$ cat config.mk
export PLATFORM = sky130hd
export DESIGN_NAME = input_conditioner
export DESIGN_NICKNAME = d
export VERILOG_FILES = /design/src/rtl/input_conditioner.sv
export SDC_FILE = /design/constraint.sdc
export NUM_CORES = 1
export LEC_CHECK = 0
export CORE_MARGIN = 2
export CORE_UTILIZATION = 55
export DETAILED_ROUTE_END_ITERATION = 10
export PLACE_DENSITY = 0.73
export SETUP_SLACK_MARGIN = 0.5
export SYNTH_ARGS = -nofsm -noshare
export SYNTH_HDL_FRONTEND = slang
export SYNTH_SLANG_ARGS = --single-unit
$ cat constraint.sdc
create_clock -name clock -period 2.45 [get_ports clock]
set_clock_uncertainty 0.15 [all_clocks]
set_input_delay 0.3675 -clock clock [delete_from_list [all_inputs] [get_ports clock]]
set_output_delay 0.3675 -clock clock [all_outputs]
set_load 0.03 [all_outputs]
$ cat src/rtl/input_conditioner.sv
// Board input front end: synchronises, debounces and conditions the raw
// push-buttons and operand switches into clean levels, toggles and pulses.
module input_conditioner #(
    parameter int DEBOUNCE_CYCLES = 1_000_000,
    parameter int CNT_W           = 24
) (
    input  logic       clock,
    input  logic       reset_n,
    input  logic       btn_p,
    input  logic       btn_m,
    input  logic       btn_equal,
    input  logic [3:0] sw,
    output logic       P,
    output logic       M,
    output logic       equal,
    output logic [3:0] num1,
    output logic       p_press,
    output logic       m_press,
    output logic       eq_press
);

    localparam logic [CNT_W-1:0] TERM = CNT_W'(DEBOUNCE_CYCLES - 1);

    // Button lanes: bit 0 = P, bit 1 = M, bit 2 = equal
    logic [2:0]       btn;
    logic [2:0]       b_s1;
    logic [2:0]       b_s2;
    logic [2:0]       b_smp;
    logic [2:0]       b_q;
    logic [2:0]       b_qd;
    logic [2:0]       press;
    logic [2:0]       rise;
    logic [CNT_W-1:0] b_cnt [3];

    logic [3:0]       sw_s1;
    logic [3:0]       sw_s2;
    logic [3:0]       sw_sp;
    logic [CNT_W-1:0] sw_cnt;

    assign btn  = {btn_equal, btn_m, btn_p};
    assign rise = b_q & ~b_qd;

    assign p_press  = press[0];
    assign m_press  = press[1];
    assign eq_press = press[2];
    assign equal    = b_q[2];

    always_ff @(posedge clock or negedge reset_n) begin
        if (!reset_n) begin
            b_s1  <= '0;
            b_s2  <= '0;
            b_smp <= '0;
            b_q   <= '0;
            b_qd  <= '0;
            press <= '0;
            P     <= 1'b0;
            M     <= 1'b0;
            for (int i = 0; i < 3; i++) begin
                b_cnt[i] <= '0;
            end
        end else begin
            b_s1  <= btn;
            b_s2  <= b_s1;
            b_smp <= b_s2;
            b_qd  <= b_q;
            press <= rise;
            // Toggle on the same edge the registered pulse goes high
            P     <= P ^ rise[0];
            M     <= M ^ rise[1];
            for (int i = 0; i < 3; i++) begin
                if (b_smp[i] == b_q[i]) begin
                    b_cnt[i] <= '0;
                end else if (b_cnt[i] == TERM) begin
                    b_q[i]   <= b_smp[i];
                    b_cnt[i] <= '0;
                end else begin
                    b_cnt[i] <= b_cnt[i] + 1'b1;
                end
            end
        end
    end

    // Whole-bus settling: any bit still moving restarts the count
    always_ff @(posedge clock or negedge reset_n) begin
        if (!reset_n) begin
            sw_s1  <= '0;
            sw_s2  <= '0;
            sw_sp  <= '0;
            sw_cnt <= '0;
            num1   <= '0;
        end else begin
            sw_s1 <= sw;
            sw_s2 <= sw_s1;
            sw_sp <= sw_s2;
            if (sw_s2 == num1) begin
                sw_cnt <= '0;
            end else if (sw_s2 != sw_sp) begin
                sw_cnt <= '0;
            end else if (sw_cnt == TERM) begin
                num1   <= sw_s2;
                sw_cnt <= '0;
            end else begin
                sw_cnt <= sw_cnt + 1'b1;
            end
        end
    end

endmodule

## After elaboration in Yosys (flattened, before gate mapping)

Index checks and enable logic that the tools add are counted.

- Flip-flop bits (word level): 132
- Output and inout bits: 10
- Input bits: 9
- Word-level logic and storage cells: 53

- Eq/ne operators: 9
- Bitwise logic cells: 9
- Add/subtract/negate cells: 4
- Reductions and logical operators: 4
- Muxes and demuxes: 9

Operators with widths:

| kind | number |
|---|---|
| 2-to-1 mux 24 bit | 9 |
| adder 24 x 1 -> 24 bit, second input constant | 4 |
| == test 24 x 20 -> 1 bit, second input constant | 4 |
| AND reduction 2 bit | 3 |
| NOT 1 bit | 5 |
| == test 4 bit | 1 |
| inequality test 4 bit | 1 |
| AND 3 bit | 1 |
| == test 1 bit | 3 |
| NOT 3 bit | 1 |
| AND reduction 3 bit | 1 |
| XOR 1 bit | 2 |

## Logic depth before layout (Yosys ltp)

Gate-level depths: netlist of the first run.

- Depth in word-level cells: 4
- Depth in mapped cells: 7
- Gate-level depth less buffers: 5

## Least setup slack after synthesis of the first run

Ideal clock, no wire load.

- Path type: register to register
- Start point: reg sw_cnt[0]
- End point: reg num1[0]
- Setup time: 0.125 ns
- Setup slack: 0.379 ns
- Cell stages (with the launch flop): 7
- Path buffers: 1
- Data required time: 2.175 ns
- Clock period less this slack: 2.071 ns
- Arrival: 1.797 ns
- Cells stage by stage: dfrtp_1 > ha_1 > and4_1 > buf_2 > nand3_1 > or4b_1 > mux2_2

- Longest elaborated chain between the ends: 2

RTL lines:

| what | line | source |
|---|---|---|
| start: declaration | 38 | `logic [CNT_W-1:0] sw_cnt;` |
| start signal: assignment | 103 | `sw_cnt <= sw_cnt + 1'b1;` |
| == test 24 x 20 -> 1 bit | 99 | `end else if (sw_cnt == TERM) begin` |
| AND reduction 3 bit (no line) | -- |  |
| end signal: assignment | 100 | `num1 <= sw_s2;` |
| end: declaration | 16 | `output logic [3:0] num1,` |

Every way passes these cells.
A chain may end at the register's enable or synchronous reset.

## Worst setup path after layout of the first run

- Start point: reg sw_cnt[20]
- End point: reg num1[1]

The elaborated chain is that of the path after synthesis.

==> results of run 1 <==
[cell families after synthesis]
| logic type | count (synthesis) |
|---|---|
| adder cells (fa/ha/maj) | 4 |
| multiplexers | 7 |
| XOR/XNOR | 65 |
| buffers and inverters | 39 |
| AND/OR/NAND/NOR | 258 |
| flip-flops | 132 |
| AO/OA/AOI/OAI | 75 |
[through the flow]
stage	instance area [um2]	cells
2_1_floorplan	6150	580
3_3_place_gp	6510	725
3_5_place_dp	6510	725
4_1_cts	7410	792
5_1_grt	8050	833
6_report	8050	833
[layout by cell type, fill, tap and decap left out, types with 4 or more instances in the layout]
cell	count
nor3_1	22
a21oi_2	6
buf_6	16
mux2_2	6
o21ai_0	11
buf_4	72
nor4b_2	4
nor4_1	8
nor4_2	5
xnor2_1	18
clkbuf_16	16
xor2_1	47
dlygate4sd2_1	9
nand3_1	25
a211oi_2	6
inv_1	12
or4_1	19
or3_4	4
nand4_1	34
or4_4	9
nor2_1	50
a21oi_1	21
dfrtp_1	117
dfrtp_2	15
clkdlybuf4s50_1	7
nand3_2	4
or3_1	9
and4_1	7
nand2_1	24
and2_1	4
o31ai_1	24
clkinv_2	7
[how the worst max path moves through the flow]
stage / slack [ps] / startpoint / to
detailed placement: 310 / sw_cnt[0] / num1[2]
global placement: 370 / sw_cnt[0] / num1[0]
global route: 270 / sw_cnt[20] / num1[1]
CTS: 410 / sw_cnt[0] / num1[2]
floorplan: 470 / b_cnt[48] / b_cnt[54]
finish: 340 / sw_cnt[20] / num1[1]
[layer usage]
metal  track usage (%)  wire, um  vias up
met2              38.6      7580      137
met4              8.50       274        0
met3              7.23       674       33
met5                 0         0        -
li1                  -         -     2336
met1              28.5      6040     2549
[worst max-delay path: stages (launching register included)]
cell and delay, ps:
dfrtp_1 440, nor4b_2 340, nand4_1 190, or4b_4 570, mux2_4 310
[power groups by stage]
stage          Combinational (mW)  Clock, mW  Sequential [mW]
6_report                    0.176       2.47             2.24
4_1_cts                     0.144       2.52             2.23
3_3_place_gp                0.134          0             2.27
5_1_grt                     0.199       2.62             2.24
3_5_place_dp                0.137          0             2.27
2_1_floorplan              0.0570          0             2.27
[layout make-up]
class,instances,area (um2),area share (%)
clock buffer,20,445,5.53
clock inverter,11,134,1.66
inverter,12,45.0,0.560
multi-input combinational,409,2980,37.0
sequential,132,3320,41.3
tap,140,175,2.18
timing repair buffer,109,950,11.8
[registers in the layout, indices dropped and copies added (netlist names)]
signal,count
b_q,3
sw_s1,4
b_s1,3
sw_sp,4
sw_s2,4
P,1
b_smp,3
press,3
b_qd,3
M,1
sw_cnt,24
num1,4
b_cnt,72
b_s2,3
[repair_timing]
| action | in CTS | in global routing |
|---|---|---|
| gates cloned | 0 | 8 |
| hold endpoints to repair | 41 | 0 |
| hold buffers | 1 | 0 |
| endpoints found under the setup margin | 41 | 90 |
| gates resized for setup | 29 | 89 |
| pin swaps | 7 | 24 |
| setup buffers | 35 | 33 |
==> flow_summary.toml, run 1 <==
[die]
io_pins = 19
dieArea_mm2 = 0.0120
fp.dieH_um = 109
start_util_pct = 56.5
rows = 38
core_mm2 = 0.0108
die_x_um = 109

[logic_synthesis]
synthTopCellsByArea = "dfrtp_1 (54%), xor2_1 (6.7%), nand4_1 (3.5%)"
syn-num-nets = 593
synth_edf_count = 0
synth_fa_ha_area_share_pct = 0.818
synth_simple_gate_area_share_pct = 24.1
yosysTopAreaCell = "dfrtp_1"
ys_seq_elements = 132
yosysMostFrequentCell = "dfrtp_1"
muxShareOfSynthArea_pct = 1.29
syn-instance-count = 580
ys.flop_type = "dfrtp_1"
synth_cell_types = 37
synth_top_area_share_pct = 54.0
synth_top_family_by_area = "simple AND/OR/NAND/NOR gates"
async_flop_share_pct = 100
synth.yosys.seq_area_share_pct = 54.0
synth_compound_area_share_pct = 7.89
synth_commonest_cells = "dfrtp_1 (132), nor2_1 (50), xor2_1 (47)"
synth.avg_cell_area_um2 = 10.6
synth_xor_area_share_pct = 9.30
syn_area_mm2 = 0.00612
yosys_warnings = 0

[detailed_routing]
drt_first_pass_iters = 5
antenna_left = 0
vias = 5055
initialDrtViolationCount = 383
avgRoutedWirePerCell_um = 17.5
route.final.wire_length_um = 14600
viasPerCell = 6.07
drc = 0

[worst_setup_path]
cp_max_fo = 5
path_class = "flip-flop to flip-flop"
r2r_start = "sw_cnt[20]"
required_ps = 2720
reg2reg_slack_ps = 340
r2r_end = "num1[1]"
end_kind = "flip-flop"
cp.arrival_ps = 2380
start_kind = "flip-flop"
ff2ff_path_depth = 4

[timing]
slew_viol_final = 0
slew_headroom_pct = 60.6
fin_crit_sh_pct = 86.3
fin_crit_ps = 2110
finalHoldViolCount = 0
setup_tns_ps = 0
worst_pin_slew_ps = 591
worst_slack_ps = 336
fmax_ghz = 0.473
setup_viol = 0
rsz0062_at_grt = "true"
fin_hold_ws_ps = 125

[power]
p_comb_share_pct = 3.6
p_clk_share_pct = 50.6
vdd_drop_max_mv = 0.499
power_density_mw_per_mm2 = 607
leakagePower_nw = 3.37
p_sw_mw = 1.02
power.share.switching_pct = 20.8
seqPwrFrac_pct = 45.8
total_power_mw = 4.88
p_int_mw = 3.87

[finish]
utilization_pct = 74.2
n_fill_cell = 694
layout-area-overhead-vs-synth_pct = 31.5
antenna_cells = 0
final_nets = 694
layout-drive-gt1-share_pct = 29.7

[placement]
post-place-ws_ps = 309
portBuffers = 18
dp_hpwl_um = 7690
place.gp.congestion = 0.840

[global_routing]
gr-total-overflow = 0
grt_pass1_vias = 4791
grt_max_degree = 45
antenna_found_initial = 0
grt_pass1_wl_um = 21600
grt_usage_pct = 23.2

[clocking]
cts_inserted_buffers = 17
h-tree-depth = 4
clk-insertion-delay-late_ps = 530
root_buffer = "clkbuf_8"
cts_tree = "built"
clk_pin_slew_ps = 60
cts_sinks = 132
cts_buffer_depth = 2

[status]
status = "finished, final reports clean"

[min_path]
hold_path_class = "input pin to flip-flop"
whs_path_depth = 1
holdPathEnd = "b_s1[1]"
hp-start = "btn_m"

[flow_run]
cap_viol_max_count = 0
Power figures use the tool's default switching activity.
==> run 2, diff against run 1 <==
- CORE_MARGIN: 2 -> 4
==> flow_summary.toml, run 2 (same netlist as run 1, synthesis figures left out) <==
[global_routing]
grt_pass1_wl_um = 22500
grt_pass1_vias = 4740
grt_max_degree = 71
antenna_found_initial = 0
gr-total-overflow = 0
grt_usage_pct = 21.7

[clocking]
cts_buffer_depth = 2
root_buffer = "clkbuf_8"
clk_pin_slew_ps = 60
cts_inserted_buffers = 17
h-tree-depth = 4
cts_tree = "built"
clk-insertion-delay-late_ps = 540
cts_sinks = 132

[status]
status = "finished, final reports clean"

[worst_setup_path]
worst-path-stages = 4
endpoint = "num1[2]"
max_stage_delay_ps = 600
cp_max_fo = 4
end_kind = "flip-flop"
reg2reg_slack_ps = 380
crit_chain = "nor4b_2 > nand4_1 > or4b_4 > mux2_2"
cp-startpoint = "sw_cnt[15]"
r2r_start = "sw_cnt[15]"
crit_buf_inv = 0
required_ps = 2720
r2r_end = "num1[2]"
path_delay_family = "simple AND/OR/NAND/NOR gates"
start_kind = "flip-flop"
cpMaxStageDelayCell = "or4b_4"
cp.arrival_ps = 2340
ff2ff_path_depth = 4
path_class = "flip-flop to flip-flop"

[placement]
place.gp.congestion = 0.822
portBuffers = 18
post-place-ws_ps = 272
placed_cells = 729
dp_hpwl_um = 8010

[finish]
final_common_cell = "dfrtp_1"
layout-drive-gt1-share_pct = 27.0
top_register = "b_cnt"
post_layout_nonfiller_instances = 813
utilization_pct = 71.4
antenna_cells = 0
largest_reg_flops = 72
layout-area-overhead-vs-synth_pct = 26.9
final_cell_mix = "dfrtp_1 (111), buf_4 (63), nor2_1 (50)"
reg.largest.list = "b_cnt x72, sw_cnt x24"
final_nets = 675

[flow_run]
cap_viol_max_count = 0

[detailed_routing]
antenna_left = 0
vias = 4890
viasPerCell = 6.01
route.final.wire_length_um = 13600
drt_first_pass_iters = 5
avgRoutedWirePerCell_um = 16.8
initialDrtViolationCount = 397
drc = 0

[power]
power_density_mw_per_mm2 = 632
vdd_drop_max_mv = 0.513
leakagePower_nw = 3.23

[timing]
setup_tns_ps = 0
worst_slack_ps = 383
slew_viol_final = 0
finalHoldViolCount = 0
fin_crit_sh_pct = 84.4
worst_pin_slew_ps = 635
fin_crit_ps = 2070
slew_headroom_pct = 57.7
fmax_ghz = 0.484
rsz0062_at_grt = "true"
setup_viol = 0

[die]
start_util_pct = 56.2
io_pins = 19
rows = 38
die_x_um = 113
core_mm2 = 0.0109
fp.dieH_um = 113
dieArea_mm2 = 0.0129

[min_path]
hold_path_class = "input pin to flip-flop"
[run 2: cell count changes in the layout (fill, tap and decap cells not counted), sizes merged]
cell | before | now
buf | 91 | 72
clkbuf | 20 | 21
clkinvlp | 0 | 2
clkinv | 8 | 4
[run 2: worst min-delay path by stage]
stage / start / end / slack [ps] / cells past startpoint
2_1_floorplan: reset_n / M / -80 / 0
3_3_place_gp: b_s2[0] / b_smp[0] / 180 / 0
3_5_place_dp: b_s2[0] / b_smp[0] / 190 / 0
4_1_cts: btn_m / b_s1[1] / 100 / 1
5_1_grt: btn_m / b_s1[1] / 110 / 1
6_report: btn_m / b_s1[1] / 120 / 1
[run 2: layer usage]
layer	up-vias	track usage (%)	share of wire, %
met4	0	11.5	2.4
met1	2444	27.9	43
met2	109	34.7	51
li1	2303	-	-
met5	-	0	0
met3	34	4.67	3.5
[run 2: cell type report]
| class | instances | area, um2 |
|---|---|---|
| Sequential cell | 132 | 3330 |
| Fill cell | 744 | 3120 |
| Multi-Input combinational cell | 409 | 2880 |
| Timing Repair Buffer | 90 | 752 |
| Clock buffer | 21 | 459 |
| Tap cell | 140 | 175 |
| Clock inverter | 9 | 129 |
| Inverter | 12 | 45.0 |
[run 2: worst reg2reg max path: stages (launching register included)]
cell     delay, ps
dfrtp_1        410
nor4b_2        300
nand4_1        200
or4b_4         600
mux2_2         290
[run 2: per-stage QoR]
stage	cell area (um2)	total power [mW]	hold slack (ps)
floorplan	6150	2.32	-78.1
global placement	6530	2.41	183
detailed placement	6530	2.41	186
CTS	7400	4.94	99.9
global route	7770	5.06	109
finish	7770	4.91	118
[run 2: repair_timing]
action	4_1_cts	5_1_grt
endpoints found under the setup margin	46	103
setup buffers	24	28
pin swaps	7	22
cloned	0	1
endpoints found under the hold margin	66	0
resized for setup	36	53
hold buffers	1	0
[run 2: where the power goes]
part | leakage (nW) | switching [mW] | internal [mW]
Sequential | 1.75 | 0.0236 | 2.21
Combinational | 1.19 | 0.0956 | 0.0547
Clock | 0.286 | 0.914 | 1.61
Total | 3.23 | 1.03 | 3.88
